File: src/rtl/bin_seq_ctrl.sv
// bin_seq_ctrl: sequencer for the binarization datapath.
// Issues a PULSE_LEN-cycle init pulse, waits for init_done, issues a
// PULSE_LEN-cycle binarize pulse, waits for bin_done. Owns the threshold
// register, adjustable only while not busy.
// Optional macro BIN_SEQ_TIMEOUT_EN: bounds each wait state by TIMEOUT cycles
// and enters ERROR when the bound expires.
module bin_seq_ctrl #(
  parameter int unsigned PULSE_LEN  = 10,
  parameter int unsigned THRES_INIT = 10,
  parameter int unsigned THRES_STEP = 1,
  parameter int unsigned TIMEOUT    = 70000,
  parameter int unsigned TO_W       = 17
) (
  input  logic       seq_clk,
  input  logic       seq_rst_n,
  input  logic       start,
  input  logic       abort,
  input  logic       thres_up,
  input  logic       thres_dn,
  input  logic       init_done,
  input  logic       bin_done,
  output logic       int_ctrl,
  output logic       bin_ctrl,
  output logic [7:0] thres_length,
  output logic       busy,
  output logic [2:0] seq_state,
  output logic [1:0] status_led
);

  localparam int unsigned PC_W = 8;

  typedef enum logic [2:0] {
    S_IDLE       = 3'd0,
    S_INIT_PULSE = 3'd1,
    S_INIT_WAIT  = 3'd2,
    S_BIN_PULSE  = 3'd3,
    S_BIN_WAIT   = 3'd4,
    S_DONE       = 3'd5,
    S_ERROR      = 3'd6
  } state_e;

  // Reject a timeout counter too narrow to reach TIMEOUT-1.
  if ((TIMEOUT >> TO_W) != 0) begin : g_to_w_chk
    $error("bin_seq_ctrl: TO_W too small for TIMEOUT");
  end

  state_e          state_q, state_d;
  logic [PC_W-1:0] pulse_cnt_q, pulse_cnt_d;
  logic [7:0]      thres_q, thres_d;
  logic [8:0]      thres_sum, thres_dif;
  logic            idle_like;
  logic            int_ctrl_q, int_ctrl_d;
  logic            bin_ctrl_q, bin_ctrl_d;
  logic            busy_q, busy_d;
  logic [1:0]      led_q, led_d;
`ifdef BIN_SEQ_TIMEOUT_EN
  logic [TO_W-1:0] to_cnt_q, to_cnt_d;
  logic            to_hit;
`endif

  // Next state, counters and registered-output values.
  always_comb begin
    state_d     = state_q;
    pulse_cnt_d = pulse_cnt_q;
`ifdef BIN_SEQ_TIMEOUT_EN
    to_cnt_d    = to_cnt_q;
    to_hit      = (to_cnt_q == TO_W'(TIMEOUT - 1));
`endif
    idle_like   = (state_q == S_IDLE) || (state_q == S_DONE) || (state_q == S_ERROR);

    case (state_q)
      S_IDLE, S_DONE, S_ERROR: begin
        if (start) begin
          state_d     = S_INIT_PULSE;
          pulse_cnt_d = '0;
        end
      end
      S_INIT_PULSE: begin
        if (pulse_cnt_q == PC_W'(PULSE_LEN - 1)) begin
          state_d     = S_INIT_WAIT;
          pulse_cnt_d = '0;
`ifdef BIN_SEQ_TIMEOUT_EN
          to_cnt_d    = '0;
`endif
        end else begin
          pulse_cnt_d = pulse_cnt_q + PC_W'(1);
        end
      end
      S_INIT_WAIT: begin
        if (init_done) begin
          state_d = S_BIN_PULSE;
`ifdef BIN_SEQ_TIMEOUT_EN
        end else if (to_hit) begin
          state_d = S_ERROR;
        end else begin
          to_cnt_d = to_cnt_q + TO_W'(1);
`endif
        end
      end
      S_BIN_PULSE: begin
        if (pulse_cnt_q == PC_W'(PULSE_LEN - 1)) begin
          state_d     = S_BIN_WAIT;
          pulse_cnt_d = '0;
`ifdef BIN_SEQ_TIMEOUT_EN
          to_cnt_d    = '0;
`endif
        end else begin
          pulse_cnt_d = pulse_cnt_q + PC_W'(1);
        end
      end
      S_BIN_WAIT: begin
        if (bin_done) begin
          state_d = S_DONE;
`ifdef BIN_SEQ_TIMEOUT_EN
        end else if (to_hit) begin
          state_d = S_ERROR;
        end else begin
          to_cnt_d = to_cnt_q + TO_W'(1);
`endif
        end
      end
      default: state_d = S_IDLE;
    endcase

    // Abort overrides everything, including a simultaneous start.
    if (abort) begin
      state_d     = S_IDLE;
      pulse_cnt_d = '0;
`ifdef BIN_SEQ_TIMEOUT_EN
      to_cnt_d    = '0;
`endif
    end

    // Saturating threshold adjust, only while not running a sequence.
    thres_d   = thres_q;
    thres_sum = {1'b0, thres_q} + 9'(THRES_STEP);
    thres_dif = {1'b0, thres_q} - 9'(THRES_STEP);
    if (idle_like && thres_up && !thres_dn) begin
      thres_d = thres_sum[8] ? 8'hFF : thres_sum[7:0];
    end else if (idle_like && thres_dn && !thres_up) begin
      thres_d = thres_dif[8] ? 8'h00 : thres_dif[7:0];
    end

    // Outputs follow the state being entered so they change on the same edge.
    int_ctrl_d = (state_d == S_INIT_PULSE);
    bin_ctrl_d = (state_d == S_BIN_PULSE);
    busy_d     = !((state_d == S_IDLE) || (state_d == S_DONE) || (state_d == S_ERROR));
    case (state_d)
      S_IDLE:  led_d = 2'b00;
      S_DONE:  led_d = 2'b10;
      S_ERROR: led_d = 2'b11;
      default: led_d = 2'b01;
    endcase
  end

  // State, counter, threshold and output registers.
  always_ff @(posedge seq_clk or negedge seq_rst_n) begin
    if (!seq_rst_n) begin
      state_q     <= S_IDLE;
      pulse_cnt_q <= '0;
      thres_q     <= 8'(THRES_INIT);
      int_ctrl_q  <= 1'b0;
      bin_ctrl_q  <= 1'b0;
      busy_q      <= 1'b0;
      led_q       <= 2'b00;
    end else begin
      state_q     <= state_d;
      pulse_cnt_q <= pulse_cnt_d;
      thres_q     <= thres_d;
      int_ctrl_q  <= int_ctrl_d;
      bin_ctrl_q  <= bin_ctrl_d;
      busy_q      <= busy_d;
      led_q       <= led_d;
    end
  end

`ifdef BIN_SEQ_TIMEOUT_EN
  // Wait-state timeout counter.
  always_ff @(posedge seq_clk or negedge seq_rst_n) begin
    if (!seq_rst_n) begin
      to_cnt_q <= '0;
    end else begin
      to_cnt_q <= to_cnt_d;
    end
  end
`endif

  assign int_ctrl     = int_ctrl_q;
  assign bin_ctrl     = bin_ctrl_q;
  assign thres_length = thres_q;
  assign busy         = busy_q;
  assign seq_state    = state_q;
  assign status_led   = led_q;

endmodule

File: config.mk
export PLATFORM = sky130hd
export DESIGN_NAME = bin_seq_ctrl
export DESIGN_NICKNAME = d
export VERILOG_FILES = /design/src/rtl/bin_seq_ctrl.sv
export SDC_FILE = /design/constraint.sdc
export NUM_CORES = 1
export LEC_CHECK = 0
export ABC_AREA = 1
export BUFFER_PORTS_ARGS = -buffer_cell sky130_fd_sc_hd__buf_2
export CAP_MARGIN = 15
export CORE_MARGIN = 8
export CORE_UTILIZATION = 23
export CTS_CLUSTER_DIAMETER = 50
export CTS_CLUSTER_SIZE = 8
export DETAILED_ROUTE_END_ITERATION = 8
export PLACE_DENSITY = 0.38
export REMOVE_ABC_BUFFERS = 1
export SETUP_SLACK_MARGIN = 0.4
export SLEW_MARGIN = 10
export SYNTH_ARGS = -nofsm -noshare
export SYNTH_HDL_FRONTEND = slang
export SYNTH_SLANG_ARGS = --single-unit
File: constraint.sdc
create_clock -name seq_clk -period 1.7 [get_ports seq_clk]
set_clock_uncertainty 0.2 [all_clocks]
set_input_delay 0.34 -clock seq_clk [delete_from_list [all_inputs] [get_ports seq_clk]]
set_output_delay 0.34 -clock seq_clk [all_outputs]
set_load 0.05 [all_outputs]
### After elaboration in Yosys (flattened, before gate mapping)

Cells that the tools add are included.

| cells by class | value |
|---|---|
| reductions and logical operators | 18 |
| add/subtract/negate cells | 3 |
| muxes and demuxes | 16 |
| equality and inequality tests | 12 |

Operator list:

| operator | number |
|---|---|
| $mux 8 | 7 |
| $mux 3 | 6 |
| $pmux 8 s2 | 1 |
| $eq 3x3->1 const B | 5 |
| $pmux 3 s5 | 1 |
| $add 8x1->9 const B | 1 |
| $eq 3x2->1 const B | 3 |
| $sub 8x1->9 const B | 1 |
| $add 8x1->8 const B | 1 |
| $eq 8x4->1 const B | 1 |
| $eq 3x1->1 const B | 2 |
| $logic_not 3->1 | 2 |
| $pmux 2 s3 | 1 |
| $logic_and 1x1->1 | 4 |
| $logic_or 1x1->1 | 4 |
| $logic_not 1->1 | 3 |
| $ne 3x3->1 const B | 1 |
| $reduce_bool 3->1 | 1 |
| $reduce_or 3->1 | 1 |
| $reduce_and 2->1 | 1 |
| $reduce_bool 2->1 | 1 |
| $reduce_or 2->1 | 1 |

| word-level totals | value |
|---|---|
| logic and storage cells | 56 |
| output and inout port bits | 16 |
| register bits | 24 |

### Depth between registers and ports, before layout

| depth | value |
|---|---|
| depth after elaboration | 8 |
| depth in mapped cells | 11 |
| depth with buffers taken out | 11 |

### Least setup slack after synthesis

OpenSTA, ideal clock, no wires.

| timing path | value |
|---|---|
| path kind | register -> register |
| start point | register thres_q[0], in the netlist thres_length[0] |
| end point | register thres_q[6], in the netlist thres_length[6] |
| data required time | 1382 ps |
| data arrival time | 1598 ps |
| path slack | -217 ps |
| cell stages (with the launch flop) | 10 |
| cell sequence | dfrtp_1 ha_1 nand2_1 nor2_1 nand2_1 xor2_1 o21ai_1 nand2_1 nand2_1 nand2_1 |

| on the way | value |
|---|---|
| cells in the longest elaborated chain, start to end | 4 |

RTL lines:

| element | line | text |
|---|---|---|
| start: declaration | 49 | `logic [7:0] thres_q, thres_d;` |
| start signal: assignment | 161 | `thres_q <= 8'(THRES_INIT);` |
| start signal: assignment | 169 | `thres_q <= thres_d;` |
| $sub 8x1->9 | 137 | `thres_dif = {1'b0, thres_q} - 9'(THRES_STEP);` |
| $mux 8 | 141 | `thres_d = thres_dif[8] ? 8'h00 : thres_dif[7:0];` |
| $mux 8 | 140 | `end else if (idle_like && thres_dn && !thres_up) begin` |
| $mux 8 (*) | 138 | `if (idle_like && thres_up && !thres_dn) begin` |

Every way passes the cells marked *; elsewhere a longest branch is shown, timed or not. The select of a mux whose other input is x is not followed.
A chain may end at the register's enable or synchronous reset.

### Worst setup path after layout

| timing path | value |
|---|---|
| start point | register thres_q[1], in the netlist thres_length[1] |
| end point | register thres_q[3], in the netlist thres_length[3] |

Same word-level chain as after synthesis.

==> impl_metrics.ini <==
[timing]
setup_viol = 1
hold_viol = 0
drv_slew = 0
fin_ws_ns = -0.00386
setup_tns_ns = -0.00386
grt_setup_unrepaired = yes
fin_crit_sh_pct = 100
fin_crit_ns = 1.70
worst_pin_slew_ns = 0.554
relSlewSlack_pct = 63.0
timing.fmax_ghz = 0.587

[global_routing]
track_usage_pct = 9.90
grt_pass1_vias = 1783
grt_pass1_wl_mm = 8.15
grt.overflow.total = 0
grt_max_degree = 25
antenna_found_initial = 0

[finish]
multi_input_area_sq_um = 1190
area_growth_pct = 78.5
drive_gt1_share_pct = 57.6
n_antenna_cell = 0
nFillCells = 751
instances_no_fill = 403
seq_area_sq_um = 612
nets = 317

[critical_path]
worstPathMaxFanout = 6
crit_arrival_ns = 1.70
crit_required_ns = 1.70
path_cells = inv_2, ha_4, nand3_4, nor3_4, nor2_4, buf_4, nand3_2, o211ai_1
start_kind = register
critPathMaxStageDelay_ns = 0.58
path_class = reg2reg
cp_slowest_cell = dfstp_2
crit_family = flip-flops
path_buf_inv = 2
critPathCaptureType = register

[yosys]
yosys-top-cells-count = nand2_1 (48), inv_1 (28), nor2_1 (23), dfrtp_1 (22), nand3_1 (16)
synth_simple_gate_area_share_pct = 33.1
yosys-top-cells-area = dfrtp_1 (34%), nand2_1 (11%), inv_1 (6.4%)
synth-seq-area-share_pct = 36.7
synthArstFlopShare_pct = 100
synth.most_common_cell = nand2_1
synth.avg_cell_area_sq_um = 7.50
synthAdderAreaFrac_pct = 3.05
synth-compound-area-share_pct = 10.7
synth.mux.area_fraction_pct = 0.610
yosys_warnings = 0
synth-seq-cells = 24
ys.flop_type = dfrtp_1
synth.distinct_cells = 33
synth_edf_count = 0
syn_area_sq_um = 1640
synthXorXnorAreaFrac_pct = 6.40
synth_top_family_by_area = simple AND/OR/NAND/NOR gates
syn-instance-count = 219
yosys.area.top_type = dfrtp_1
yosysTopAreaCellShare_pct = 33.5

[power]
switching_share_pct = 42.6
intPower_uw = 2090
pwr-share-comb_pct = 62.3
powerDensity_nw_per_um2 = 1250
power_frac_clock_pct = 14.6
seq_power_share_pct = 23.1
netSwitchingPower_uw = 1560
cellLeakagePower_uw = 0.00137
irDropWorstVdd_uv = 338
p_total_uw = 3650

[clock_tree]
clkTransAtPathRegs_ns = 0.11
clockRootBuffer = clkbuf_8
tritoncts = built
clkSinkCount = 24
numCtsBuffers = 3
clockBufferDepth = 2
cts_htree_levels = 1
clkLatencyLatePin_ns = 0.28

[detailed_routing]
ant_nets = 0
viasPerCell = 4.29
vias = 1730
drt_iter0_markers = 38
drcViolationCount = 0
wl_per_cell_um = 12.0
totalWireLength_mm = 4.85
drt_first_pass_iters = 4

[placement]
hpwl_mm = 3.34
io_buffers = 23
gp_congestion = 0.776
dp_cells = 368

[run]
drv_cap = 0

[status]
status = complete, but fails checks
violations = setup timing

[worst_hold_path]
worstHoldPathType = in2reg

[die]
die_h_um = 100
rows = 31
die_w_um = 100
coreArea_sq_um = 7100
fp.dieArea_sq_um = 10100
ioPinCount = 24
start_util_pct = 23.1
==> registers in the layout (all words and copies together) (netlist names) <==
| signal | flops |
|---|---|
| status_led | 2 |
| int_ctrl | 1 |
| busy | 1 |
| bin_ctrl | 1 |
| seq_state | 3 |
| thres_length | 8 |
| pulse_cnt_q | 8 |
==> path summary, 6_finish.rpt <==
kind                       slack (ns)  depth (start not counted)                     endpoint                   startpoint
min in group asynchronous        0.39                          3           bin_ctrl$_DFF_PN0_                    seq_rst_n
setup / recovery               -0.004                          8  thres_length[3]$_DFFE_PN1P_  thres_length[1]$_DFFE_PN1P_
hold reg to reg                  0.41                          2   pulse_cnt_q[4]$_DFFE_PN0P_   pulse_cnt_q[4]$_DFFE_PN0P_
hold / removal                   0.20                          4   pulse_cnt_q[7]$_DFFE_PN0P_                        start
setup reg to reg               -0.004                          8  thres_length[3]$_DFFE_PN1P_  thres_length[1]$_DFFE_PN1P_
max in group asynchronous        0.60                          3  thres_length[3]$_DFFE_PN1P_                    seq_rst_n
==> cell type report <==
cell class	count	share of cell area, %
Clock buffer	3	1.41
Multi-Input combinational cell	158	40.6
Timing Repair Buffer	86	27.5
Sequential cell	24	20.9
Inverter	32	4.31
Clock inverter	1	1.02
Tap cell	99	4.23
==> worst min-delay path: stages <==
cell	delay (ns)
buf_2	0.10
o21ai_2	0.08
nand3_1	0.09
o21ai_2	0.05
==> metal layers <==
metal / vias to the layer above / track usage (%) / routed length [um]
met1: 820 / 11.1 / 2070
met4: 0 / 1.74 / 35
met3: 4 / 2.69 / 189
met5: - / 0 / 0
met2: 26 / 18.3 / 2550
li1: 880 / - / -
==> cell usage in the layout, fill, tap and decap left out, types with 2 or more instances in the layout <==
cell	count
buf_4	45
nand2_1	32
inv_1	20
buf_6	20
nand2_2	16
dfrtp_1	15
nor2_1	11
xor2_1	11
buf_8	10
inv_2	9
nand4_1	9
nor2_4	8
nor2_2	8
nand3_4	7
nand3_1	7
o21ai_0	7
buf_2	7
dfrtp_2	7
o21ai_1	6
nand2_4	5
nand3_2	5
o21ai_2	4
ha_4	4
o22ai_1	3
o211ai_1	3
clkbuf_8	3
inv_4	2
nor3_2	2
nor3_4	2
buf_12	2
dfstp_2	2
==> power by group through the flow <==
stage               Clock, uW  Sequential (uW)  Combinational (uW)
finish                    533              841                2270
global route              565              854                2450
global placement            0              812                1450
floorplan                   0             1200                 558
CTS                       549              842                2050
detailed placement          0              810                1440
==> cell families after synthesis <==
kind of cell / Yosys count
and+or+nand+nor: 113
buffers and inverters: 37
AOI/OAI and AO/OA: 28
DFF: 24
xor gates and xnor gates: 12
adders and majority gates: 4
muxes: 1
==> metrics by stage <==
step	instance area (sq um)	utilization [%]	setup WS (ns)	hold WS, ns
after floorplan	1610	-	-0.277	-0.156
after global placement	2100	29.6	-0.0537	0.174
after detailed placement	2100	29.6	-0.0776	0.166
after CTS	2680	37.7	-0.0149	0.174
after global routing	2930	41.3	-0.0921	0.219
final	2930	41.3	-0.00386	0.200
==> repair_timing <==
action	in CTS	in global routing
pin swaps	24	23
endpoints found under the setup margin	40	40
hold buffers	1	0
hold endpoints to repair	22	0
gates resized for setup	106	44
buffers inserted	17	13
Note: power is estimated with default switching activity, not from simulation.
